<file path="config.mk">
export PLATFORM = sky130hd
export DESIGN_NAME = cic_comp_fir_flat
export DESIGN_NICKNAME = d
export VERILOG_FILES = /design/src/rtl/cic_comp_pkg.sv /design/src/rtl/cic_comp_fir_if.sv /design/src/rtl/comp_mac.sv /design/src/rtl/cic_comp_fir.sv /design/src/flat_wrapper.sv
export SDC_FILE = /design/constraint.sdc
export NUM_CORES = 2
export LEC_CHECK = 0
export ABC_CLOCK_PERIOD_IN_PS = 8800
export BUFFER_PORTS_ARGS = -buffer_cell sky130_fd_sc_hd__buf_2
export CORE_MARGIN = 4
export CORE_UTILIZATION = 30
export DETAILED_ROUTE_END_ITERATION = 12
export PLACE_DENSITY = 0.48
export RECOVER_POWER = 50
export REMOVE_ABC_BUFFERS = 1
export SKIP_LAST_GASP = 1
export SLEW_MARGIN = 20
export SYNTH_ARGS = -nofsm -noshare
export SYNTH_HDL_FRONTEND = slang
export SYNTH_HIERARCHICAL = 1
export SYNTH_SLANG_ARGS = --single-unit
</file>
<file path="constraint.sdc">
create_clock -name clk -period 8.8 [get_ports clk]
set_clock_uncertainty 0.2 [all_clocks]
set_input_delay 1.76 -clock clk [delete_from_list [all_inputs] [get_ports clk]]
set_output_delay 1.76 -clock clk [all_outputs]
set_load 0.01 [all_outputs]
</file>
<file path="src/rtl/cic_comp_pkg.sv">
// cic_comp_pkg: coefficients, FSM state type and output saturation for cic_comp_fir
package cic_comp_pkg;
  typedef enum logic [1:0] {ST_IDLE, ST_MAC, ST_RND} comp_state_e;
  // Symmetric 16-tap droop compensator; taps sum to exactly 2^17 for unity DC gain.
  localparam logic signed [17:0] COEF [16] = '{
    -18'sd200, 18'sd300, -18'sd800, 18'sd1500, -18'sd2600, 18'sd4200, -18'sd7000, 18'sd70136,
    18'sd70136, -18'sd7000, 18'sd4200, -18'sd2600, 18'sd1500, -18'sd800, 18'sd300, -18'sd200
  };
  function automatic logic signed [63:0] sat(input logic signed [63:0] x, input int w);
    logic signed [63:0] hi, lo;
    hi = (64'sd1 <<< (w - 1)) - 64'sd1;
    lo = -hi - 64'sd1;
    return x > hi ? hi : x < lo ? lo : x;
  endfunction
endpackage

</file>
<file path="src/rtl/cic_comp_fir_if.sv">
// cic_comp_fir_if: sample stream into and out of the compensation FIR
// master: upstream/readout side (drives din, din_vld, ovr_clr); slave: the filter
interface cic_comp_fir_if #(parameter int DIN_W = 35, parameter int DOUT_W = 24) ();
  logic signed [DIN_W-1:0] din;
  logic din_vld;
  logic ovr_clr;
  logic signed [DOUT_W-1:0] dout;
  logic dout_vld;
  logic busy;
  logic ovr;
  modport master (output din, din_vld, ovr_clr, input dout, dout_vld, busy, ovr);
  modport slave (input din, din_vld, ovr_clr, output dout, dout_vld, busy, ovr);
endinterface

</file>
<file path="src/rtl/comp_mac.sv">
// comp_mac: registered signed multiply-accumulate with synchronous clear and enable
// ports: clk, rstn (async active-low), clr (zero acc, wins over en), en, a, b, acc
module comp_mac #(
  parameter int A_W = 35,
  parameter int B_W = 18,
  parameter int ACC_W = 57
) (
  input  logic                    clk,
  input  logic                    rstn,
  input  logic                    clr,
  input  logic                    en,
  input  logic signed [A_W-1:0]   a,
  input  logic signed [B_W-1:0]   b,
  output logic signed [ACC_W-1:0] acc
);
  logic signed [A_W+B_W-1:0] prod;
  assign prod = (A_W+B_W)'(a) * (A_W+B_W)'(b);
  always_ff @(posedge clk or negedge rstn)
    if (!rstn) acc <= '0;
    else if (clr) acc <= '0;
    else if (en) acc <= acc + ACC_W'(prod);
endmodule

</file>
<file path="src/rtl/cic_comp_fir.sv">
// cic_comp_fir: decimate-by-2 CIC droop-compensation FIR with a single time-multiplexed MAC
// ports: clk, rstn (async active-low), bus (slave: din/din_vld/ovr_clr in, dout/dout_vld/busy/ovr out)
module cic_comp_fir
  import cic_comp_pkg::*;
#(
  parameter int DIN_W = 35,
  parameter int DOUT_W = 24,
  parameter int COEF_W = 18,
  parameter int NTAP = 16,
  parameter int SHIFT = 17
) (
  input logic clk,
  input logic rstn,
  cic_comp_fir_if.slave bus
);
  localparam int PW = $clog2(NTAP);
  localparam int ACC_W = DIN_W + COEF_W + PW;
  comp_state_e state;
  logic signed [DIN_W-1:0] dline [NTAP];
  logic [PW-1:0] wr_ptr, k, rd_idx;
  logic phase, busy, accept, start, ovr, dout_vld;
  logic signed [DOUT_W-1:0] dout;
  logic signed [ACC_W-1:0] acc, acc_rnd;
  assign busy = state != ST_IDLE;
  assign accept = bus.din_vld && !busy;
  // the accept that wraps phase 1->0 launches a computation
  assign start = accept && phase;
  // wr_ptr already points past the newest sample, so tap k reads wr_ptr-1-k
  assign rd_idx = wr_ptr - PW'(1) - k;
  assign acc_rnd = acc + (ACC_W'(1) <<< (SHIFT - 1));
  assign bus.dout = dout;
  assign bus.dout_vld = dout_vld;
  assign bus.busy = busy;
  assign bus.ovr = ovr;
  comp_mac #(.A_W(DIN_W), .B_W(COEF_W), .ACC_W(ACC_W)) u_mac (
    .clk   (clk),
    .rstn  (rstn),
    .clr   (start),
    .en    (state == ST_MAC),
    .a     (dline[rd_idx]),
    .b     (COEF_W'(COEF[k])),
    .acc   (acc)
  );
  always_ff @(posedge clk or negedge rstn)
    if (!rstn) begin
      state <= ST_IDLE;
      wr_ptr <= '0;
      phase <= 1'b0;
      k <= '0;
      dout <= '0;
      dout_vld <= 1'b0;
      ovr <= 1'b0;
      for (int i = 0; i < NTAP; i++) dline[i] <= '0;
    end else begin
      dout_vld <= 1'b0;
      ovr <= (bus.din_vld && busy) || (ovr && !bus.ovr_clr);
      if (accept) begin
        dline[wr_ptr] <= bus.din;
        wr_ptr <= wr_ptr + PW'(1);
        phase <= !phase;
      end
      if (start) begin
        state <= ST_MAC;
        k <= '0;
      end else if (state == ST_MAC) begin
        k <= k + PW'(1);
        if (k == PW'(NTAP - 1)) state <= ST_RND;
      end else if (state == ST_RND) begin
        dout <= DOUT_W'(sat(64'(acc_rnd >>> SHIFT), DOUT_W));
        dout_vld <= 1'b1;
        state <= ST_IDLE;
      end
    end
endmodule

</file>
<file path="src/flat_wrapper.sv">
// flat-port wrapper written by rule: the top's interface ports become plain ports
module cic_comp_fir_flat import cic_comp_pkg::*;
#(
  parameter int DIN_W = 35,
  parameter int DOUT_W = 24,
  parameter int COEF_W = 18,
  parameter int NTAP = 16,
  parameter int SHIFT = 17
)
  (clk, rstn, bus_din, bus_din_vld, bus_ovr_clr, bus_dout, bus_dout_vld, bus_busy, bus_ovr);
  cic_comp_fir_if #(.DIN_W(DIN_W), .DOUT_W(DOUT_W)) bus_i ();
  input logic clk;
  input logic rstn;
  input wire logic [$bits(bus_i.din)-1:0] bus_din;
  input wire logic [$bits(bus_i.din_vld)-1:0] bus_din_vld;
  input wire logic [$bits(bus_i.ovr_clr)-1:0] bus_ovr_clr;
  output wire logic [$bits(bus_i.dout)-1:0] bus_dout;
  output wire logic [$bits(bus_i.dout_vld)-1:0] bus_dout_vld;
  output wire logic [$bits(bus_i.busy)-1:0] bus_busy;
  output wire logic [$bits(bus_i.ovr)-1:0] bus_ovr;
  assign bus_i.din = bus_din;
  assign bus_i.din_vld = bus_din_vld;
  assign bus_i.ovr_clr = bus_ovr_clr;
  assign bus_dout = bus_i.dout;
  assign bus_dout_vld = bus_i.dout_vld;
  assign bus_busy = bus_i.busy;
  assign bus_ovr = bus_i.ovr;
  cic_comp_fir #(.DIN_W(DIN_W), .DOUT_W(DOUT_W), .COEF_W(COEF_W), .NTAP(NTAP), .SHIFT(SHIFT)) u_core (.clk(clk), .rstn(rstn), .bus(bus_i));
endmodule
</file>
# [Word level (Yosys, flattened, before mapping)]
# Memories as Yosys holds them, arrays and structs flattened.
# Cells that the tools add are included.
[totals] input_bits=39 regBits=654 latch_bits=0 output_inout_bits=27 ramBits=0 mem_bits_ro=288 elab_cells=82 n_memories=1
[memory_table] name="(name not given)" depth=16 word_bits=18 rd=1 rd_clocked_by_memory_dff=0 wr=0 line_no="cic_comp_fir.sv:41" source=".b (COEF_W'(COEF[k])),"
[classes] mux=21 n_bitwise=5 order_cmp=6 shift=0 n_addsub=6 div_mod_pow=0 n_eq_ne=4 multipliers=1 n_reduce_logical=14
[op_table] cell="bitwise mux 560 bit" n=1
[op_table] cell="binary-select mux 35 bit (select 4 bit)" n=1
[op_table] cell="demux 35 bit (select 4 bit)" n=1
[op_table] cell="two-way mux 57 bit" n=2
[op_table] cell="two-way mux 35 bit" n=3
[op_table] cell="adder 57 x 18 -> 57 bit (second input constant)" n=1
[op_table] cell="adder 57 x 53 -> 57 bit" n=1
[op_table] cell="multiplier 35 x 18 -> 53 bit" n=1
[op_table] cell="two-way mux 24 bit" n=2
[op_table] cell="greater-than comparator 40 x 24 -> 1 bit (second input constant)" n=1
[op_table] cell="< comparator 40 x 24 -> 1 bit (second input constant)" n=1
[op_table] cell="two-way mux 18 bit" n=2
[op_table] cell=">= comparator 5 bit (second input constant)" n=3
[op_table] cell="NOT 4 -> 5 bit" n=3
[op_table] cell="adder 4 x 1 -> 4 bit (second input constant)" n=2
[op_table] cell="two-way mux 2 bit" n=4
[op_table] cell="two-way mux 4 bit" n=2
[op_table] cell="logical AND 1 bit" n=5
[op_table] cell="< comparator 5 x 1 -> 1 bit (second input constant)" n=1
[op_table] cell="== test 4 bit (second input constant)" n=1
[op_table] cell="nonzero test 2 bit" n=2
[op_table] cell="subtractor 4 x 1 -> 4 bit (second input constant)" n=1
[op_table] cell="subtractor 4 bit" n=1
[op_table] cell="logical NOT 1 bit" n=3
[op_table] cell="9 further kinds" n=12

# [Longest topological paths before layout]
[logic_depth] word_depth=10 ltp_mapped=37 ltp_nobuf=32

# [Hierarchy]
# Netlist, hierarchy kept.
[modules_own_cells] module="cic_comp_fir" cells_per_inst=1976 seq_area_each_um2=14939.3 area_each_um2=28318.4 instances=1
[modules_own_cells] module="comp_mac" cells_per_inst=2806 seq_area_each_um2=1426.4 area_each_um2=25903.6 instances=1

# [Least setup slack after synthesis]
# OpenSTA, ideal clock, no wires.
[synth_path] path_kind="flip-flop to flip-flop" from="register u_core.k[0]" to="register u_core.u_mac.acc[53]" setup_ns=0.124 setup_slack_ns=-0.795 t_required_ns=8.476 stages_incl_launch_ff=28 arrival_ns=9.271 synth_period_minus_slack_ns=9.595 n_path_buf=6 path_cell_list="dfrtp_1 > clkbuf_1 > inv_1 > ha_1 > clkbuf_1 > buf_1 > buf_1 > mux4_2 > nand2_1 > a31oi_1 > clkbuf_1 > and2_1 > fa_1 > fa_1 > fa_1 > fa_1 > fa_1 > fa_1 > ha_1 > ha_1 > clkbuf_1 > nand2_1 > or4_1 > o31ai_4 > a41oi_1 > o2bb2ai_1 > and4b_1 > a211o_1"
[synth_between] elab_chain_cells=9 word_cells_on_any_way=13 cone_classes="2 x add/sub; 1 x mul; 7 x mux; 2 x bitwise; 1 x memory"
[synth_lines] element="from (decl)" line_no="cic_comp_fir.sv:20" source="logic [PW-1:0] wr_ptr, k, rd_idx;"
[synth_lines] element="from (signal assigned)" line_no="cic_comp_fir.sv:66" source="k <= k + PW'(1);"
[synth_lines] element="subtractor 4 bit" line_no="cic_comp_fir.sv:29" source="assign rd_idx = wr_ptr - PW'(1) - k;"
[synth_lines] element="NOT 4 -> 5 bit (implied by the code)" line_no="cic_comp_fir.sv:40" source=".a (dline[rd_idx]),"
[synth_lines] element="binary-select mux 35 bit (select 4 bit)" line_no="cic_comp_fir.sv:40"
[synth_lines] element="two-way mux 35 bit (implied by the code) (2 in a row)" line_no="cic_comp_fir.sv:40"
[synth_lines] element="multiplier 35 x 18 -> 53 bit *" line_no="comp_mac.sv:17" source="assign prod = (A_W+B_W)'(a) * (A_W+B_W)'(b);"
[synth_lines] element="adder 57 x 53 -> 57 bit *" line_no="comp_mac.sv:21" source="else if (en) acc <= acc + ACC_W'(prod);"
[synth_lines] element="two-way mux 57 bit *" line_no="comp_mac.sv:21"
[synth_lines] element="two-way mux 57 bit *" line_no="comp_mac.sv:20" source="else if (clr) acc <= '0;"
[synth_lines] element="to (signal assigned)" line_no="comp_mac.sv:21"
[synth_lines] element="to (decl)" line_no="comp_mac.sv:14" source="output logic signed [ACC_W-1:0] acc"
# Mark *: on every way between the ends. The rest lies on a longest branch, timed or not. The select of a mux whose other input is x is not followed.
# A chain may end at the register's enable or synchronous reset.

# [Final worst setup path]
# Ends and elaborated chain as after synthesis.

==> metrics.txt <==
nets=about 6000; worst slew pin tran=between 5000 and 6000 ps; post-route design area=between 60000 and 70000 um2; Place WS=-617.9 ps; Reg2Reg Setup Slack=-150 ps; minimum clock period=a little under 9000 ps; Setup Total Neg Slack=-611.4 ps; gate count of the mapped netlist=4782; cts hold-fix bufs=0; post-synthesis sequential area ratio=0.3018; clock net sink count=about 650; Area Overhead vs Synth=23.09%; Placer Congestion=around 0.86; row count=155; f_max=~110 MHz; ys flop type=dfrtp_1; Endpoint, Worst Hold=u_core/phase; failing checks=max-capacitance violations, max-slew violations, negative setup slack; data required time of the critical path=~9000 ps; GR Util All Layers=0.1717; DR iter-0 viols=approximately 1800; most common cell after layout, fill and taps aside=dfrtp_1; most frequent CP cell=fa_1; root buf cell=clkbuf_16; hold_sp=u_core/phase; post-DR vias/cell=between 4 and 5; Die Area=about 190000 um2; routed wire length=approximately 160000 um; drt drc=0; distinct cell type count after synthesis=90; antenna violations before repair=15; TritonCTS clock tree=done; Setup Viol. Count Final=9; CTS H-tree depth=3; worst r2r src=u_core/k[0]; Post-synth ARST share=1.000; Post-Place Cell Area=between 60000 and 70000 um2; most frequent cells in the layout=dfrtp_1 (654), inv_1 (643), fa_1 (639), mux2_2 (562), nand2_1 (506); startpoint types=register; headroom to the max-slew limit=-2.735; mapped cell area=54220 um2; reg2reg end=u_core/u_mac/acc[53]; post-route antenna net violation count=0; Hold Path Class=register to register; Final Hold Violating Endpoints=0; max_cap viols=5; synth warn=6; DP Wirelength=~110000 um; overflow left after global routing=0; first-pass GRT wire length=248400 um; layout cell share with drive strength beyond 1=0.3510; die width=433.1 um; CP delay by family, top=adder cells; Die H=433.1 um; CORE AREA=179000 um2; status=complete, but fails checks; CTS Buf Count=77; Reg2Reg Depth=31; RSZ-0062 raised after global routing=yes; WP buf/inv=9; Vias=about 36000; #FFs+latches synth=654; WP data arrival=between 9000 and 10000 ps; DR WL/cell=around 21 um; Clk pin slew, worst setup/hold paths=approximately 60 ps; Hold WS=around 260 ps; Setup CP Type=register to register; Max stage delay cell, worst path=fa_4; worst-path fanout max=9; CP endpoint kind=register; PortBufs=65; post-synthesis area per instance=about 11 um2; CTS Buffer Depth=3; setup slack after layout=-151.7 ps; # IOs=66; largest net degree at the start of global routing=177; fin. max-slew vios=between 300 and 400; vias in the first global route=39950; Hold Path Cell Cnt=1; Tcrit/Tclk final=1.017; clk_lat worst skew=between 600 and 700 ps; 1st-pass router iterations=5; CP max stage delay=820 ps; Starting Density=0.3029; Post-synth EDFFs=0
## through the flow
step / instances / utilization
after global routing: 7572 / 0.3728
after CTS: 7528 / 0.3647
after detailed placement: 7338 / 0.3401
after floorplan: 4482 / -
after global placement: 7338 / 0.3400
final: 7578 / 0.3728
## registers in the layout, indices dropped and copies added, names as in the netlist, 2 cells and up
name              cells
u_core/dline        560
u_core/state          2
u_core/k              4
u_core/u_mac/acc     57
u_core/bus.dout      24
u_core/wr_ptr         4
## per-layer routing
metal | part of all wire | wire [um] | vias up | track usage
li1 | - | - | 16320 | -
met1 | 0.47 | 74300 | 19440 | 0.2405
met2 | 0.48 | 76850 | 503 | 0.2875
met3 | 0.030 | 4819 | 153 | 0.02152
met4 | 0.017 | 2750 | 4 | 0.03308
met5 | 0.00017 | 27 | - | 0
## cell usage after synthesis, types with 26 or more instances
cell type	n	area (um2)
a211oi_1	45	337.8
a21o_1	27	202.7
a21oi_1	77	385.4
a31oi_1	47	294.0
and2_1	259	1620
clkbuf_1	274	1028
dfrtp_1	654	16370
fa_1	674	13490
ha_1	169	2115
inv_1	660	2477
mux2_2	562	6329
mux2i_1	30	300.3
mux4_2	140	3153
nand2_1	526	1974
nand3_1	46	230.2
nand4_1	26	162.7
nor2_1	148	555.5
o21ai_0	78	390.4
xnor2_1	55	481.7
xor2_1	33	289.0
## cell type report
| cell class | count | area, um2 |
|---|---|---|
| Clock buffer | 116 | 2246 |
| Fill cell | 17530 | 112300 |
| Inverter | 660 | 2480 |
| Antenna cell | 6 | 15.01 |
| Clock inverter | 23 | 371.6 |
| Multi-Input combinational cell | 3168 | 36780 |
| Sequential cell | 654 | 16370 |
| Timing Repair Buffer | 596 | 5539 |
| Tap cell | 2355 | 2947 |
## what timing repair did
item / 4_1_cts / 5_1_grt
gates cloned: 3 / 2
gates resized for setup: 228 / 243
setup endpoints to repair: 35 / 38
pin swaps: 119 / 164
setup buffers: 51 / 48
## logic make-up (layout without fill, tap and decap cells)
logic type,after synthesis,count (layout),synth area share
AND/OR/NAND/NOR,1111,1111,0.09802
multiplexers,732,732,0.1804
flip-flops,654,654,0.3018
XOR/XNOR,88,88,0.01421
other,1,22,0.00006916
buffers and inverters,975,1395,0.06849
adder cells (fa/ha/maj),843,843,0.2878
AO/OA/AOI/OAI,378,378,0.04913
## worst reg2reg max path, delay by kind of cell (launching register included)
| kind | cells | cell delay [ps] |
|---|---|---|
| flops | 1 | 360 |
| mux | 1 | 290 |
| simple gates | 3 | 430 |
| fa+ha+maj | 10 | 4470 |
| buf+inv | 9 | 1140 |
| compound gates | 8 | 1960 |
## how the worst max path moves through the flow
stage,to,start,depth (start not counted),slack [ps]
floorplan,u_core/u_mac/acc[56],u_core/k[0],24,-5130
global placement,u_core/u_mac/acc[56],u_core/k[0],31,-540
detailed placement,u_core/u_mac/acc[49],u_core/k[0],30,-620
CTS,u_core/u_mac/acc[56],u_core/k[0],34,-170
global route,u_core/u_mac/acc[53],u_core/k[0],30,-400
finish,u_core/u_mac/acc[53],u_core/k[0],31,-150
Power is left out: the tool's default activity adds up to more than one toggle a clock period on the data nets, which glitch-free logic cannot reach.
